**src/rtl/speck_pkg.sv**
```systemverilog
// speck_pkg: shared FSM state type and SPECK128/128 constants
// for the iterative round sequencer and its watchdog.
package speck_pkg;

    localparam int WORD_W     = 64;
    localparam int BLOCK_W    = 128;
    localparam int DEF_ROUNDS = 32;

    typedef enum logic [2:0] {
        IDLE,
        R_START,
        R_WAIT,
        K_START,
        K_WAIT,
        DONE
    } seq_state_t;

endpackage

```
**src/rtl/speck_seq_watchdog.sv**
```systemverilog
// speck_seq_watchdog: counts datapath wait cycles; expired when the
// limit is reached. Ports: clk, rst_n, clear, active -> expired.
`ifdef SPECK_SEQ_TIMEOUT_EN
module speck_seq_watchdog #(
    parameter int TIMEOUT_CYCLES = 255
) (
    input  logic clk,
    input  logic rst_n,
    input  logic clear,
    input  logic active,
    output logic expired
);

    localparam int CW = (TIMEOUT_CYCLES > 255) ?
                        $clog2(TIMEOUT_CYCLES + 1) : 8;
    localparam logic [CW-1:0] LIMIT = CW'(TIMEOUT_CYCLES - 1);

    logic [CW-1:0] count;

    // count holds the number of wait cycles already spent, so the
    // limit-th wait cycle is the one that raises expired
    assign expired = active && (count == LIMIT);

    always_ff @(posedge clk) begin
        if (!rst_n || clear) begin
            count <= '0;
        end else if (active && !expired) begin
            count <= count + CW'(1);
        end
    end

endmodule
`endif

```
**src/rtl/speck_round_sequencer.sv**
```systemverilog
// speck_round_sequencer: iterates external SPECK round / key-schedule
// datapaths over NUM_ROUNDS rounds behind a start/busy/done handshake.
// Ports: host (start, key, plaintext, busy, done, ciphertext, error),
// round datapath (round_*), key schedule datapath (ks_*).
// Optional watchdog enabled by defining SPECK_SEQ_TIMEOUT_EN.
module speck_round_sequencer
    import speck_pkg::*;
#(
    parameter int NUM_ROUNDS = DEF_ROUNDS
`ifdef SPECK_SEQ_TIMEOUT_EN
    ,
    parameter int TIMEOUT_CYCLES = 255
`endif
) (
    input  logic               clk,
    input  logic               rst_n,
    input  logic               start,
    input  logic [BLOCK_W-1:0] key,
    input  logic [BLOCK_W-1:0] plaintext,
    output logic               busy,
    output logic               done,
    output logic [BLOCK_W-1:0] ciphertext,
    output logic               error,
    output logic               round_start,
    output logic [WORD_W-1:0]  round_subkey,
    output logic [BLOCK_W-1:0] round_in,
    input  logic [BLOCK_W-1:0] round_out,
    input  logic               round_finished,
    output logic               ks_start,
    output logic [BLOCK_W-1:0] ks_key_in,
    output logic [5:0]         ks_round,
    input  logic [BLOCK_W-1:0] ks_key_out,
    input  logic               ks_finished
);

    localparam int RC_W = $clog2(NUM_ROUNDS);
    localparam logic [RC_W-1:0] RC_LAST = RC_W'(NUM_ROUNDS - 1);

    seq_state_t state_q, state_d;

    logic [BLOCK_W-1:0] blk_q, blk_d;
    logic [BLOCK_W-1:0] key_q, key_d;
    logic [BLOCK_W-1:0] ct_q, ct_d;
    logic [RC_W-1:0]    rc_q, rc_d;
    logic               err_q, err_d;
    logic               busy_q, busy_d;
    logic               done_q, done_d;
    logic               rs_q, rs_d;
    logic               ks_q, ks_d;
    logic               wd_expired;

`ifdef SPECK_SEQ_TIMEOUT_EN
    speck_seq_watchdog #(
        .TIMEOUT_CYCLES(TIMEOUT_CYCLES)
    ) u_watchdog (
        .clk    (clk),
        .rst_n  (rst_n),
        .clear  ((state_q == R_START) || (state_q == K_START)),
        .active ((state_q == R_WAIT) || (state_q == K_WAIT)),
        .expired(wd_expired)
    );
`else
    assign wd_expired = 1'b0;
`endif

    always_comb begin
        state_d = state_q;
        blk_d   = blk_q;
        key_d   = key_q;
        ct_d    = ct_q;
        rc_d    = rc_q;
        err_d   = err_q;
        unique case (state_q)
            IDLE: begin
                if (start) begin
                    blk_d   = plaintext;
                    key_d   = key;
                    rc_d    = '0;
                    err_d   = 1'b0;
                    state_d = R_START;
                end
            end
            R_START: state_d = R_WAIT;
            R_WAIT: begin
                // a real completion wins over a same-cycle timeout
                if (round_finished) begin
                    blk_d = round_out;
                    if (rc_q == RC_LAST) begin
                        ct_d    = round_out;
                        state_d = DONE;
                    end else begin
                        state_d = K_START;
                    end
                end else if (wd_expired) begin
                    err_d   = 1'b1;
                    state_d = DONE;
                end
            end
            K_START: state_d = K_WAIT;
            K_WAIT: begin
                if (ks_finished) begin
                    key_d   = ks_key_out;
                    rc_d    = rc_q + RC_W'(1);
                    state_d = R_START;
                end else if (wd_expired) begin
                    err_d   = 1'b1;
                    state_d = DONE;
                end
            end
            DONE: state_d = IDLE;
            default: state_d = IDLE;
        endcase
        // handshake outputs are registered copies of the next state
        busy_d = (state_d != IDLE);
        done_d = (state_d == DONE);
        rs_d   = (state_d == R_START);
        ks_d   = (state_d == K_START);
    end

    always_ff @(posedge clk) begin
        if (!rst_n) begin
            state_q <= IDLE;
            blk_q   <= '0;
            key_q   <= '0;
            ct_q    <= '0;
            rc_q    <= '0;
            err_q   <= 1'b0;
            busy_q  <= 1'b0;
            done_q  <= 1'b0;
            rs_q    <= 1'b0;
            ks_q    <= 1'b0;
        end else begin
            state_q <= state_d;
            blk_q   <= blk_d;
            key_q   <= key_d;
            ct_q    <= ct_d;
            rc_q    <= rc_d;
            err_q   <= err_d;
            busy_q  <= busy_d;
            done_q  <= done_d;
            rs_q    <= rs_d;
            ks_q    <= ks_d;
        end
    end

    assign busy         = busy_q;
    assign done         = done_q;
    assign ciphertext   = ct_q;
    assign error        = err_q;
    assign round_start  = rs_q;
    assign round_subkey = key_q[BLOCK_W-1:WORD_W];
    assign round_in     = blk_q;
    assign ks_start     = ks_q;
    assign ks_key_in    = key_q;
    assign ks_round     = 6'(rc_q);

endmodule
```
**config.mk**
```make
export PLATFORM = sky130hd
export DESIGN_NAME = speck_round_sequencer
export DESIGN_NICKNAME = d
export VERILOG_FILES = /design/src/rtl/speck_pkg.sv /design/src/rtl/speck_seq_watchdog.sv /design/src/rtl/speck_round_sequencer.sv
export SDC_FILE = /design/constraint.sdc
export NUM_CORES = 1
export LEC_CHECK = 0
export BUFFER_PORTS_ARGS = -buffer_cell sky130_fd_sc_hd__clkbuf_2
export CAP_MARGIN = 20
export CORE_AREA = 8 8 374 376
export CTS_CLUSTER_SIZE = 12
export DETAILED_ROUTE_END_ITERATION = 7
export DIE_AREA = 0 0 382 384
export GPL_ROUTABILITY_DRIVEN = 0
export GPL_TIMING_DRIVEN = 0
export PLACE_DENSITY = 0.34
export SYNTH_ARGS = -nofsm -noshare
export SYNTH_HDL_FRONTEND = slang
export SYNTH_SLANG_ARGS = --single-unit
export TNS_END_PERCENT = 20
```
**constraint.sdc**
```tcl
create_clock -name clk -period 1.69 [get_ports clk]
set_input_delay 0.0845 -clock clk [delete_from_list [all_inputs] [get_ports clk]]
set_output_delay 0.0845 -clock clk [all_outputs]
set_load 0.05 [all_outputs]
```
==> results.sh <==
export IMPL_ff_latch_area_mm2=0.007943
export IMPL_drtAntennaViolNets=0
export IMPL_path_max_fanout=6
export IMPL_htreeDepth=2
export IMPL_crit_type="reg -> reg"
export IMPL_syn_area_mm2=0.01767
export IMPL_rsz0062_at_grt="true"
export IMPL_yosysWarnings=0
export IMPL_multi_input_area_mm2=0.008630
export IMPL_hpwl_um=98730
export IMPL_ys_types=43
export IMPL_worst_pin_slew_ns=0.9683
export IMPL_initial_core_util_pct=13.16
export IMPL_maxSlewHeadroom_pct=35.45
export IMPL_dieArea_mm2=0.1467
export IMPL_synth_seq_area_share_pct=44.86
export IMPL_power_density_mw_per_mm2=952.7
export IMPL_cp_num_buf_inv=4
export IMPL_drv_slew=0
export IMPL_worst_slack_ns=-0.1189
export IMPL_fin_nets=3854
export IMPL_crit_family="buffers and inverters"
export IMPL_leakage_nw=14.07
export IMPL_clk_path_buf_depth=3
export IMPL_min_period_ns=1.809
export IMPL_fp_dieH_um=384
export IMPL_netlist_instances=1771
export IMPL_grt_usage_pct=16.22
export IMPL_numCtsBuffers=53
export IMPL_ir_drop_mv=0.7346
export IMPL_area_growth_pct=89.19
export IMPL_synthFlopType="dfxtp_1"
export IMPL_crit_path_top_delay_cell="dfxtp_4"
export IMPL_portBuffers=972
export IMPL_arrival_ns=2.30
export IMPL_wl_per_cell_um=24.40
export IMPL_path_clk_slew_ns=0.06
export IMPL_drive_gt1_share_pct=48.93
export IMPL_final_common_cell="clkbuf_2"
export IMPL_dr_pass1_iters=5
export IMPL_place_inst=4525
export IMPL_hold_class="in -> reg"
export IMPL_grt_max_degree=16
export IMPL_max_freq_mhz=552.8
export IMPL_hold_viol_final=0
export IMPL_finalNonFillerCells=5166
export IMPL_rows=135
export IMPL_finalCritPeriodShare_pct=107.0
export IMPL_overflow=0
export IMPL_synth_top_area_cell="dfxtp_1"
export IMPL_die_w_um=382
export IMPL_core_mm2=0.1343
export IMPL_via_per_inst=4.100
export IMPL_drv_cap=0
export IMPL_synth_enable_flop_cells=0
export IMPL_critPathCaptureType="register"
export IMPL_ios=976
export IMPL_antenna_found_initial=15
export IMPL_synth_top_area_share_pct=44.86
export IMPL_drc_errors=0
export IMPL_design_area_mm2=0.03343
export IMPL_synth_seq_cells=396
export IMPL_violations="setup timing"
export IMPL_grt_pass1_wl_um=175000
export IMPL_drt_wl_total_um=126000
export IMPL_clockRootBuffer="clkbuf_16"
export IMPL_synthArstFlopShare_pct=0
export IMPL_first_global_vias=22890
export IMPL_yosys_top_cells_area="dfxtp_1 45%, o221a_2 16%, o22a_1 6.3%"
export IMPL_nFillCells=14620
export IMPL_final_cell_mix="1001 x clkbuf_2, 515 x dlygate4sd3_1, 390 x dfxtp_1"
export IMPL_place_area_mm2=0.02482
export IMPL_vias=21180
export IMPL_setup_violations=122
export IMPL_syn_avg_cell_area_um2=9.978
export IMPL_cts_sinks=396
export IMPL_critPathLaunchType="register"
export IMPL_finalClockSkew_ns=0.03023
export IMPL_required_ns=2.18
export IMPL_path_cells="ha_4 -> and3_4 -> ha_4 -> clkinvlp_4 -> buf_6 -> clkbuf_16 -> clkbuf_16 -> o21ai_2 -> a21oi_1"
export IMPL_drt_iter0_drc=864
export IMPL_critPathMaxStageDelay_ns=0.36
export IMPL_status="complete, but fails checks"
export IMPL_clk_latency_ns=0.64
export IMPL_cts_tree="built"
## cells by family (layout without fill, tap and decap cells)
| group | after synthesis | count (layout) | share of synthesized area [%] |
|---|---|---|---|
| xor+xnor | 1 | 1 | 0.04957 |
| mux | 3 | 3 | 0.1982 |
| flops | 396 | 396 | 44.86 |
| other cells | 1 | 13 | 0.02122 |
| fa+ha+maj | 2 | 2 | 0.1416 |
| simple gates | 287 | 287 | 10.18 |
| buf+inv | 299 | 1901 | 8.716 |
| compound gates | 782 | 782 | 35.83 |
## cell usage after synthesis, drive strengths merged (2+ instances only)
cell	n
a21oi	135
o221a	256
nor2	5
o22a	128
clkbuf	144
o21a	129
o21ai	131
nand2b	4
and4bb	2
nand3b	129
nor3b	2
inv	3
nor3	2
nand4	2
nand3	130
ha	2
mux2i	2
buf	152
nand2	2
or2	2
dfxtp	396
## per-stage QoR
step | utilization [%] | TNS [ns] | total power [mW] | worst slack [ns] | hold slack [ns]
2_1_floorplan | - | -0.6047 | 15.96 | -0.006051 | 0.2322
3_3_place_gp | 18.48 | -253.10 | 19.14 | -1.361 | 0.3408
3_5_place_dp | 18.48 | -191.34 | 19.10 | -0.7099 | 0.3427
4_1_cts | 24.57 | -15.57 | 32.34 | -0.1347 | 0.1603
5_1_grt | 24.89 | -18.22 | 33.18 | -0.1884 | 0.2169
6_report | 24.90 | -5.813 | 31.85 | -0.1189 | 0.2141
## what timing repair did
action,CTS,global route
resized for setup,385,141
hold buffers,515,0
pin swaps,28,43
setup buffers,11,0
setup endpoints to repair,400,386
endpoints found under the hold margin,391,0
gates cloned,7,4
## worst min-delay path, delay by kind of cell
kind | cells | cell delay, ns
compound gates | 1 | 0.20
buf+inv | 2 | 0.52
## metal layers
metal  up-vias  share of wire [%]  track usage (%)
met3       205                7.3            5.187
met2       803                 51            29.39
li1      10030                  -                -
met1     10150                 37            17.18
met5         -                  0                0
met4         0                4.5            7.042
## flip-flops by register name, indices dropped and copies added, names as in the netlist
| register | cells |
|---|---|
| ciphertext | 128 |
| ks_key_in | 128 |
| round_in | 128 |
| rc_q | 5 |
| state_q | 3 |
| busy | 1 |
| done | 1 |
| ks_start | 1 |
| round_start | 1 |
## report_power, final
| group | internal [mW] | total (mW) | switching (mW) |
|---|---|---|---|
| sequential | 10.0 | 10.6 | 0.543 |
| combinational | 3.54 | 9.72 | 6.18 |
| clock | 6.68 | 11.5 | 4.86 |
| total | 20.3 | 31.8 | 11.6 |
## final cells by class
class	instances	share of cell area, %
sequential	396	23.76
clock buffer	75	4.633
timing repair buffer	1508	30.88
inverter	3	0.04491
antenna	11	0.08234
buffer	296	7.497
clock inverter	19	0.6288
tap	1781	6.666
multi-input combinational	1077	25.81
## path summary, 6_finish.rpt
kind	endpoint	start	slack, ns	cells past startpoint
setup reg to reg	ciphertext[50]	rc_q[1]	-0.12	9
hold reg to reg	ciphertext[45]	ciphertext[45]	0.46	2
setup / recovery	ciphertext[50]	rc_q[1]	-0.12	9
hold / removal	round_in[92]	rst_n	0.21	3
(Power assumes the default switching activity.)
